$ cat src/rtl/uart_tx_cts.sv
// uart_tx_cts: 8N1 UART transmitter fed by a small byte FIFO, with frame starts
// gated by a synchronized clear-to-send input from the peer.
module uart_tx_cts #(
    parameter int CLK_HZ     = 25_000_000,
    parameter int BAUD       = 115200,
    parameter int FIFO_DEPTH = 4,
    parameter int STOP_BITS  = 1
) (
    input  logic                              clk_i,
    input  logic                              reset_n_i,
    input  logic                              valid_i,
    output logic                              ready_o,
    input  logic [7:0]                        data_i,
    input  logic                              cts_i,
    output logic                              tx_serial_o,
    output logic                              busy_o,
    output logic [$clog2(FIFO_DEPTH+1)-1:0]   fifo_count_o
);

    localparam int CLKS_PER_BIT = (CLK_HZ + BAUD / 2) / BAUD;
    localparam int STOP_CLKS    = STOP_BITS * CLKS_PER_BIT;
    localparam int CNT_W        = $clog2(STOP_CLKS);
    localparam int PTR_W        = $clog2(FIFO_DEPTH);
    localparam int CW           = $clog2(FIFO_DEPTH + 1);

    localparam logic [CNT_W-1:0] BIT_LAST   = CNT_W'(CLKS_PER_BIT - 1);
    localparam logic [CNT_W-1:0] STOP_LAST  = CNT_W'(STOP_CLKS - 1);
    localparam logic [CNT_W-1:0] CNT_ZERO   = {CNT_W{1'b0}};
    localparam logic [CNT_W-1:0] CNT_ONE    = CNT_W'(1);
    localparam logic [CW-1:0]    FULL_COUNT = CW'(FIFO_DEPTH);
    localparam logic [CW-1:0]    COUNT_ZERO = {CW{1'b0}};
    localparam logic [CW-1:0]    COUNT_ONE  = CW'(1);
    localparam logic [PTR_W-1:0] PTR_ZERO   = {PTR_W{1'b0}};
    localparam logic [PTR_W-1:0] PTR_ONE    = PTR_W'(1);

    typedef enum logic [1:0] {
        ST_IDLE  = 2'd0,
        ST_START = 2'd1,
        ST_DATA  = 2'd2,
        ST_STOP  = 2'd3
    } state_t;

    // CTS synchronizer
    logic cts_meta_r;
    logic cts_sync_r;

    // FIFO
    logic [7:0]       fifo_mem_r [FIFO_DEPTH];
    logic [PTR_W-1:0] wr_ptr_r;
    logic [PTR_W-1:0] rd_ptr_r;
    logic [CW-1:0]    count_r;
    logic [CW-1:0]    count_next_s;
    logic             ready_r;
    logic             push_s;
    logic             pop_s;
    logic [7:0]       head_s;
    logic             start_ok_s;

    // Serializer
    state_t           state_r;
    state_t           state_next_s;
    logic [CNT_W-1:0] cnt_r;
    logic [CNT_W-1:0] cnt_next_s;
    logic [2:0]       idx_r;
    logic [2:0]       idx_next_s;
    logic [7:0]       shift_r;
    logic [7:0]       shift_next_s;
    logic             tx_r;
    logic             tx_next_s;
    logic             busy_r;

    assign push_s     = valid_i & ready_r;
    assign head_s     = fifo_mem_r[rd_ptr_r];
    // A frame may only begin with something buffered and the peer ready.
    assign start_ok_s = (count_r != COUNT_ZERO) & cts_sync_r;

    assign ready_o      = ready_r;
    assign tx_serial_o  = tx_r;
    assign busy_o       = busy_r;
    assign fifo_count_o = count_r;

    // Two-flop synchronizer for the asynchronous clear-to-send input.
    always_ff @(posedge clk_i or negedge reset_n_i) begin
        if (!reset_n_i) begin
            cts_meta_r <= 1'b0;
            cts_sync_r <= 1'b0;
        end else begin
            cts_meta_r <= cts_i;
            cts_sync_r <= cts_meta_r;
        end
    end

    // Storage array; no reset needed because the pointers gate every read.
    always_ff @(posedge clk_i) begin
        if (push_s) begin
            fifo_mem_r[wr_ptr_r] <= data_i;
        end
    end

    // Occupancy after this cycle's push and/or pop.
    always_comb begin
        count_next_s = count_r;
        case ({push_s, pop_s})
            2'b10:   count_next_s = count_r + COUNT_ONE;
            2'b01:   count_next_s = count_r - COUNT_ONE;
            default: count_next_s = count_r;
        endcase
    end

    // FIFO pointers, count and a registered ready that tracks the new count.
    always_ff @(posedge clk_i or negedge reset_n_i) begin
        if (!reset_n_i) begin
            wr_ptr_r <= PTR_ZERO;
            rd_ptr_r <= PTR_ZERO;
            count_r  <= COUNT_ZERO;
            ready_r  <= 1'b1;
        end else begin
            if (push_s) begin
                wr_ptr_r <= wr_ptr_r + PTR_ONE;
            end
            if (pop_s) begin
                rd_ptr_r <= rd_ptr_r + PTR_ONE;
            end
            count_r <= count_next_s;
            ready_r <= (count_next_s != FULL_COUNT);
        end
    end

    // Frame sequencing; the line level for the next cycle is computed here so
    // the output flop changes on the same edge as the state it belongs to.
    always_comb begin
        state_next_s = state_r;
        cnt_next_s   = cnt_r;
        idx_next_s   = idx_r;
        shift_next_s = shift_r;
        tx_next_s    = tx_r;
        pop_s        = 1'b0;
        case (state_r)
            ST_IDLE: begin
                if (start_ok_s) begin
                    pop_s        = 1'b1;
                    shift_next_s = head_s;
                    cnt_next_s   = CNT_ZERO;
                    state_next_s = ST_START;
                    tx_next_s    = 1'b0;
                end else begin
                    state_next_s = ST_IDLE;
                    tx_next_s    = 1'b1;
                end
            end
            ST_START: begin
                if (cnt_r == BIT_LAST) begin
                    cnt_next_s   = CNT_ZERO;
                    idx_next_s   = 3'd0;
                    state_next_s = ST_DATA;
                    tx_next_s    = shift_r[0];
                end else begin
                    cnt_next_s = cnt_r + CNT_ONE;
                    tx_next_s  = 1'b0;
                end
            end
            ST_DATA: begin
                if (cnt_r == BIT_LAST) begin
                    cnt_next_s = CNT_ZERO;
                    if (idx_r == 3'd7) begin
                        state_next_s = ST_STOP;
                        tx_next_s    = 1'b1;
                    end else begin
                        idx_next_s   = idx_r + 3'd1;
                        shift_next_s = {1'b0, shift_r[7:1]};
                        tx_next_s    = shift_r[1];
                    end
                end else begin
                    cnt_next_s = cnt_r + CNT_ONE;
                end
            end
            ST_STOP: begin
                if (cnt_r == STOP_LAST) begin
                    cnt_next_s = CNT_ZERO;
                    if (start_ok_s) begin
                        // Back-to-back frame: start bit follows stop with no idle gap.
                        pop_s        = 1'b1;
                        shift_next_s = head_s;
                        state_next_s = ST_START;
                        tx_next_s    = 1'b0;
                    end else begin
                        state_next_s = ST_IDLE;
                        tx_next_s    = 1'b1;
                    end
                end else begin
                    cnt_next_s = cnt_r + CNT_ONE;
                    tx_next_s  = 1'b1;
                end
            end
            default: begin
                state_next_s = ST_IDLE;
                cnt_next_s   = CNT_ZERO;
                tx_next_s    = 1'b1;
            end
        endcase
    end

    // Serializer state and registered line/busy outputs.
    always_ff @(posedge clk_i or negedge reset_n_i) begin
        if (!reset_n_i) begin
            state_r <= ST_IDLE;
            cnt_r   <= CNT_ZERO;
            idx_r   <= 3'd0;
            shift_r <= 8'h00;
            tx_r    <= 1'b1;
            busy_r  <= 1'b0;
        end else begin
            state_r <= state_next_s;
            cnt_r   <= cnt_next_s;
            idx_r   <= idx_next_s;
            shift_r <= shift_next_s;
            tx_r    <= tx_next_s;
            busy_r  <= (state_next_s != ST_IDLE);
        end
    end

endmodule

$ cat config.mk
export PLATFORM = sky130hd
export DESIGN_NAME = uart_tx_cts
export DESIGN_NICKNAME = d
export VERILOG_FILES = /design/src/rtl/uart_tx_cts.sv
export SDC_FILE = /design/constraint.sdc
export NUM_CORES = 1
export LEC_CHECK = 0
export BUFFER_PORTS_ARGS = -buffer_cell sky130_fd_sc_hd__buf_4
export CORE_MARGIN = 8
export CORE_UTILIZATION = 30
export CTS_CLUSTER_DIAMETER = 40
export DETAILED_ROUTE_END_ITERATION = 16
export GPL_TIMING_DRIVEN = 1
export PLACE_DENSITY = 0.45
export SYNTH_ARGS = -nofsm -noshare
export SYNTH_HDL_FRONTEND = slang
export SYNTH_SLANG_ARGS = --single-unit
$ cat constraint.sdc
create_clock -name clk_i -period 4 [get_ports clk_i]
set_input_delay 0.2 -clock clk_i [delete_from_list [all_inputs] [get_ports clk_i]]
set_output_delay 0.2 -clock clk_i [all_outputs]
set_load 0.02 [all_outputs]
Word level (Yosys, flattened, before mapping)
Memory sizes are Yosys's and may differ from the RTL's.
Index checks and enable logic that the tools add are counted.

storage, ports and cells
  bits in registers = 33
  RAM bits = 32
  input port bits = 12
  output and inout bits = 6
  word-level logic and storage cells = 72
  memories = 1

memory list
  memory      words  bits a word  read ports  clocked after Yosys merged registers in  wr ports  RTL line  RTL
  fifo_mem_r  4      8            1           0                                        1         48        logic [7:0] fifo_mem_r [FIFO_DEPTH];

cells by class
  add/sub/neg operators = 6
  equality and inequality tests = 13
  muxes and demuxes = 30
  bitwise operators = 2
  reduce and logical (&&, ||, !) cells = 8

operators by type and width
  kind                   number
  $mux W8                6
  $pmux W8 S3            1
  $pmux W8 S2            1
  $pmux W3 S2            2
  $mux W1                10
  $ne A2 B2 Y1 const B   5
  $mux W3                3
  $add A8 B1 Y8 const B  1
  $eq A8 B8 Y1 const B   1
  $mux W2                4
  $pmux W2 S4            1
  $reduce_and A4 Y1      2
  $add A3 B1 Y3 const B  2
  $eq A2 B2 Y1 const B   3
  $reduce_bool A3 Y1     2
  $add A2 B1 Y2 const B  2
  $eq A2 B1 Y1 const B   2
  $pmux W1 S4            1
  $reduce_bool A2 Y1     2
  $eq A3 B3 Y1 const B   1
  $ne A3 B3 Y1 const B   1
  $reduce_or A3 Y1       1
  $sub A3 B1 Y3 const B  1
  $and A1 B1 Y1          2
  other kinds (2)        2

Depth between registers and ports, before layout
  word-level depth = 8
  depth in mapped cells = 13
  mapped depth without buffers = 12

Least setup slack after synthesis
Ideal clock, no wire load.

  path type = register -> register
  start = reg cnt_r[0]
  end = reg ready_r (netlist: ready_o)
  library setup time = 82 ps
  data arrival time = 2403 ps
  data required time = 3918 ps
  slack = 1515 ps
  cell stages (with the launch flop) = 14
  path buffers = 1
  clock period less this slack = 2485 ps
  path through = dfrtp_1 > inv_1 > ha_1 > and3_1 > buf_2 > a31oi_1 > nor3_1 > ha_1 > inv_1 > fa_1 > xor2_1 > nor2_1 > xor2_1 > nand2_1

on the way
  cells in the longest elaborated chain, start to end = 6
  elaborated cells between the ends (all ways) = 7
  those cells by class = eq/ne: 4; mux: 3

ends and longest elaborated chain
  element                                       RTL line  RTL
  from (decl)                                   62        logic [CNT_W-1:0] cnt_r;
  from (signal assigned)                        214       cnt_r <= cnt_next_s;
  $eq A8 B8 Y1 *                                178       if (cnt_r == STOP_LAST) begin
  $mux W1 *                                     178
  $pmux W1 S2 *                                 138       case (state_r)
  via pop_s                                     55        logic pop_s;
  $eq A2 B1 Y1 or $eq A2 B2 Y1 (tied branches)  103       case ({push_s, pop_s})
  $pmux W3 S2 *                                 103
  via count_next_s[2]                           52        logic [CW-1:0] count_next_s;
  $ne A3 B3 Y1 *                                125       ready_r <= (count_next_s != FULL_COUNT);
  to (signal assigned)                          125
  to (decl)                                     53        logic ready_r;

The timed path passes the listed nets; every way through them passes the cells marked *.
A chain may end at the register's enable or synchronous reset.

Final worst setup path
Same ends and word-level chain as after synthesis.

==> impl_metrics.csv <==
group,metric,value,unit
outcome,status,"finished, final reports clean",
sta,final_hold_viol_count,0,
yosys,synthCells,224,
sta,drv_slew,0,
worst_hold_path,min_to,"fifo_mem_r[0][7]$_DFFE_PP_",
layout,nFillCells,981,
drt,vias_per_cell,4.74,
sta,worst_pin_slew,0.807,ns
sta,fin_crit,2.82,ns
layout,area_growth,15.5,%
grt,grt_start_max_net_pins,34,
yosys,synth_top_area_share,0.314,
yosys,synth_fp_nets,251,
pwr,p_leak,1.37,nW
placement,io_buffers,17,
worst_setup_path,critPathKind,"reg -> reg",
floorplan,rows,37,
floorplan,num_io_pins,18,
grt,grt-ovfl-total,0,
pwr,powerDensity,650,mW/mm2
clock_tree,cts_buffer_depth,2,
yosys,ys_ff_latch,65,
worst_setup_path,reg2reg_slack,1.18,ns
drt,drt_iter0_markers,147,
worst_setup_path,cp_max_fo,8,
floorplan,die_height,117,um
layout,regArea,0.00179,mm2
yosys,synthTopCellsByArea,"edfxtp_1, dfrtp_1, mux2_2",
pwr,sequentialPowerShare,0.448,
yosys,synth_area,0.00306,mm2
grt,grt_pass1_wl,9.47,mm
worst_setup_path,worst_setup_path_end_kind,"flop",
pwr,p_sw,762,uW
layout,layout_common_cells,"edfxtp_1, dfrtp_1, mux2_2, buf_4, ha_1",
floorplan,design.core.area,0.0101,mm2
sta,fin_skew,0.00689,ns
yosys,ys_seq_area_frac,0.584,
sta,setup_tns,0,ns
worst_hold_path,hold_class,"in -> reg",
worst_setup_path,cp_data_required_time,4.27,ns
worst_setup_path,critPathLaunch,"cnt_r[0]$_DFFE_PN0P_",
clock_tree,cts_setup_buffers,0,
layout,antennaDiodeCount,0,
layout,layout-drive-gt1-share,0.290,
yosys,yosys.cell_types.count,46,
clock_tree,htreeDepth,3,
worst_setup_path,worst_r2r_startpoint,"cnt_r[0]$_DFFE_PN0P_",
pwr,p_int,1.54,mW
clock_tree,cts-resized-gates,0,
worst_setup_path,cp.arrival,3.09,ns
pwr,pwr-share-clk,0.253,
drt,wl,5.74,mm
clock_tree,cts_root_buf,"clkbuf_8",
pwr,pwr-share-comb,0.299,
grt,antenna_found_initial,0,
clock_tree,clk_latency,0.35,ns
pwr,peakVddDrop,330,uV
worst_setup_path,cp-start-kind,"flop",
sta,rsz0062_at_grt,"false",
yosys,synth_top_area_cell,"edfxtp_1",
floorplan,dieArea,0.0137,mm2
drt,postRouteAntennaNets,0,
sta,finalWorstSetupSlack,1.18,ns
worst_setup_path,timing.rr.end,"ready_o$_DFF_PN1_",
floorplan,start_util,0.302,
layout,layout.nets,270,
drt,routedWlPerCell,14.9,um
placement,place_ws,1.20,ns
sta,finalSetupViolCount,0,
layout,layout_commonest_cell,"edfxtp_1",
drt,vias,1821,
placement,dpl_cell_area,0.00331,mm2
pwr,swShare,0.331,
sta,fin_crit_sh,0.704,
floorplan,fp.dieW,117,um
clock_tree,cts_buffers,9,
placement,finalWeightedCongestion,0.778,
yosys,avgSynthCellArea,13.7,um2
yosys,ys_warn_count,0,
pwr,power.total,2.30,mW
sta,max_freq,355,MHz
sta,slew_headroom,0.462,
clock_tree,clk_pin_slew,0.08,ns
clock_tree,cts_tree,"yes",
drt,drc,0,
job,drv_cap,0,
grt,grtUsageTotal,0.0930,
grt,grt_pass1_vias,1793,
layout,postLayoutCellArea,0.00354,mm2
worst_hold_path,min_from,"data_i[7]",
worst_setup_path,rr_worst_depth,12,
drt,first_pass_iters,4,
placement,dp_hpwl,3.89,mm
clock_tree,clock-sinks,65,
worst_hold_path,holdPathStages,1,
layout,multi_input_area,0.00118,mm2
## area by class of cell
cell class                 count  area share
timing repair buffer          19      0.0417
inverter                      11      0.0117
clock buffer                   9      0.0350
sequential                    65       0.506
tap                          136      0.0481
multi-input combinational    137       0.334
clock inverter                 7      0.0237
## timing repair
item | 4_1_cts | 5_1_grt
hold buffers | 2 | 0
endpoints found under the setup margin | 0 | 0
hold endpoints to repair | 32 | 0
## how the worst max path moves through the flow
stage	endpoint	cells after the start
floorplan	ready_o$_DFF_PN1_	13
global placement	ready_o$_DFF_PN1_	12
detailed placement	ready_o$_DFF_PN1_	12
CTS	ready_o$_DFF_PN1_	12
global route	ready_o$_DFF_PN1_	12
finish	ready_o$_DFF_PN1_	12
## metrics by stage
step | hold slack (ns) | util | cells
3_3_place_gp | 0.188 | 0.327 | 366
5_1_grt | 0.0273 | 0.349 | 384
3_5_place_dp | 0.190 | 0.327 | 366
2_1_floorplan | -0.0956 | - | 224
6_report | 0.0472 | 0.349 | 384
4_1_cts | 0.0275 | 0.349 | 384
## sequential cells by signal, indices dropped and copies added, names as in the netlist
register	cells
fifo_mem_r	32
cnt_r	8
shift_r	8
fifo_count_o	3
idx_r	3
rd_ptr_r	2
state_r	2
wr_ptr_r	2
busy_o	1
cts_meta_r	1
cts_sync_r	1
ready_o	1
tx_serial_o	1
## worst max-delay path: stages, from the launching register on
cell and delay, ns:
dfrtp_1 0.41, inv_1 0.09, ha_1 0.19, and3_1 0.32, a31oi_1 0.15, nor3_1 0.36
ha_1 0.26, inv_1 0.06, fa_1 0.37, xor2_1 0.15, nor2_1 0.11, xor2_1 0.21
nand2_1 0.07
## synthesized netlist by cell type, drive strengths merged
cell type	number
mux2	17
inv	11
or3	3
or2	5
nand4bb	1
and2	2
a22o	4
a211oi	2
a22oi	1
dfrtp	31
buf	7
o21a	1
clkbuf	4
o31ai	2
a32o	1
nand2	12
nand2b	2
o32ai	1
o21ai	10
nand3	7
dfstp	2
and4bb	1
mux2i	3
a31oi	4
ha	14
o31a	1
nand4	2
nor3	3
and3	7
or4	1
a21oi	8
xnor2	2
nor2	5
nor4b	1
fa	1
mux4	8
edfxtp	32
xor2	4
nor2b	1
## power by group through the flow
stage / clock network (mW) / logic [mW] / registers, mW
5_1_grt: 0.628 / 0.770 / 1.06
6_report: 0.583 / 0.688 / 1.03
2_1_floorplan: 0 / 0.530 / 1.00
3_3_place_gp: 0 / 0.691 / 1.05
3_5_place_dp: 0 / 0.696 / 1.05
4_1_cts: 0.603 / 0.699 / 1.03
## per-layer routing
metal / global-route usage / vias to the layer above / share of wire
li1: - / 866 / -
met1: 0.127 / 904 / 0.52
met2: 0.128 / 39 / 0.42
met3: 0.0318 / 12 / 0.043
met4: 0.0478 / 0 / 0.022
met5: 0 / - / 0
## cells by family after synthesis
| family | count (synthesis) | share of synthesized area |
|---|---|---|
| flops | 65 | 0.584 |
| simple gates | 53 | 0.0972 |
| compound gates | 35 | 0.0768 |
| mux | 28 | 0.131 |
| buf+inv | 22 | 0.0298 |
| fa+ha+maj | 15 | 0.0637 |
| xor+xnor | 6 | 0.0172 |
Power figures use the tool's default switching activity.
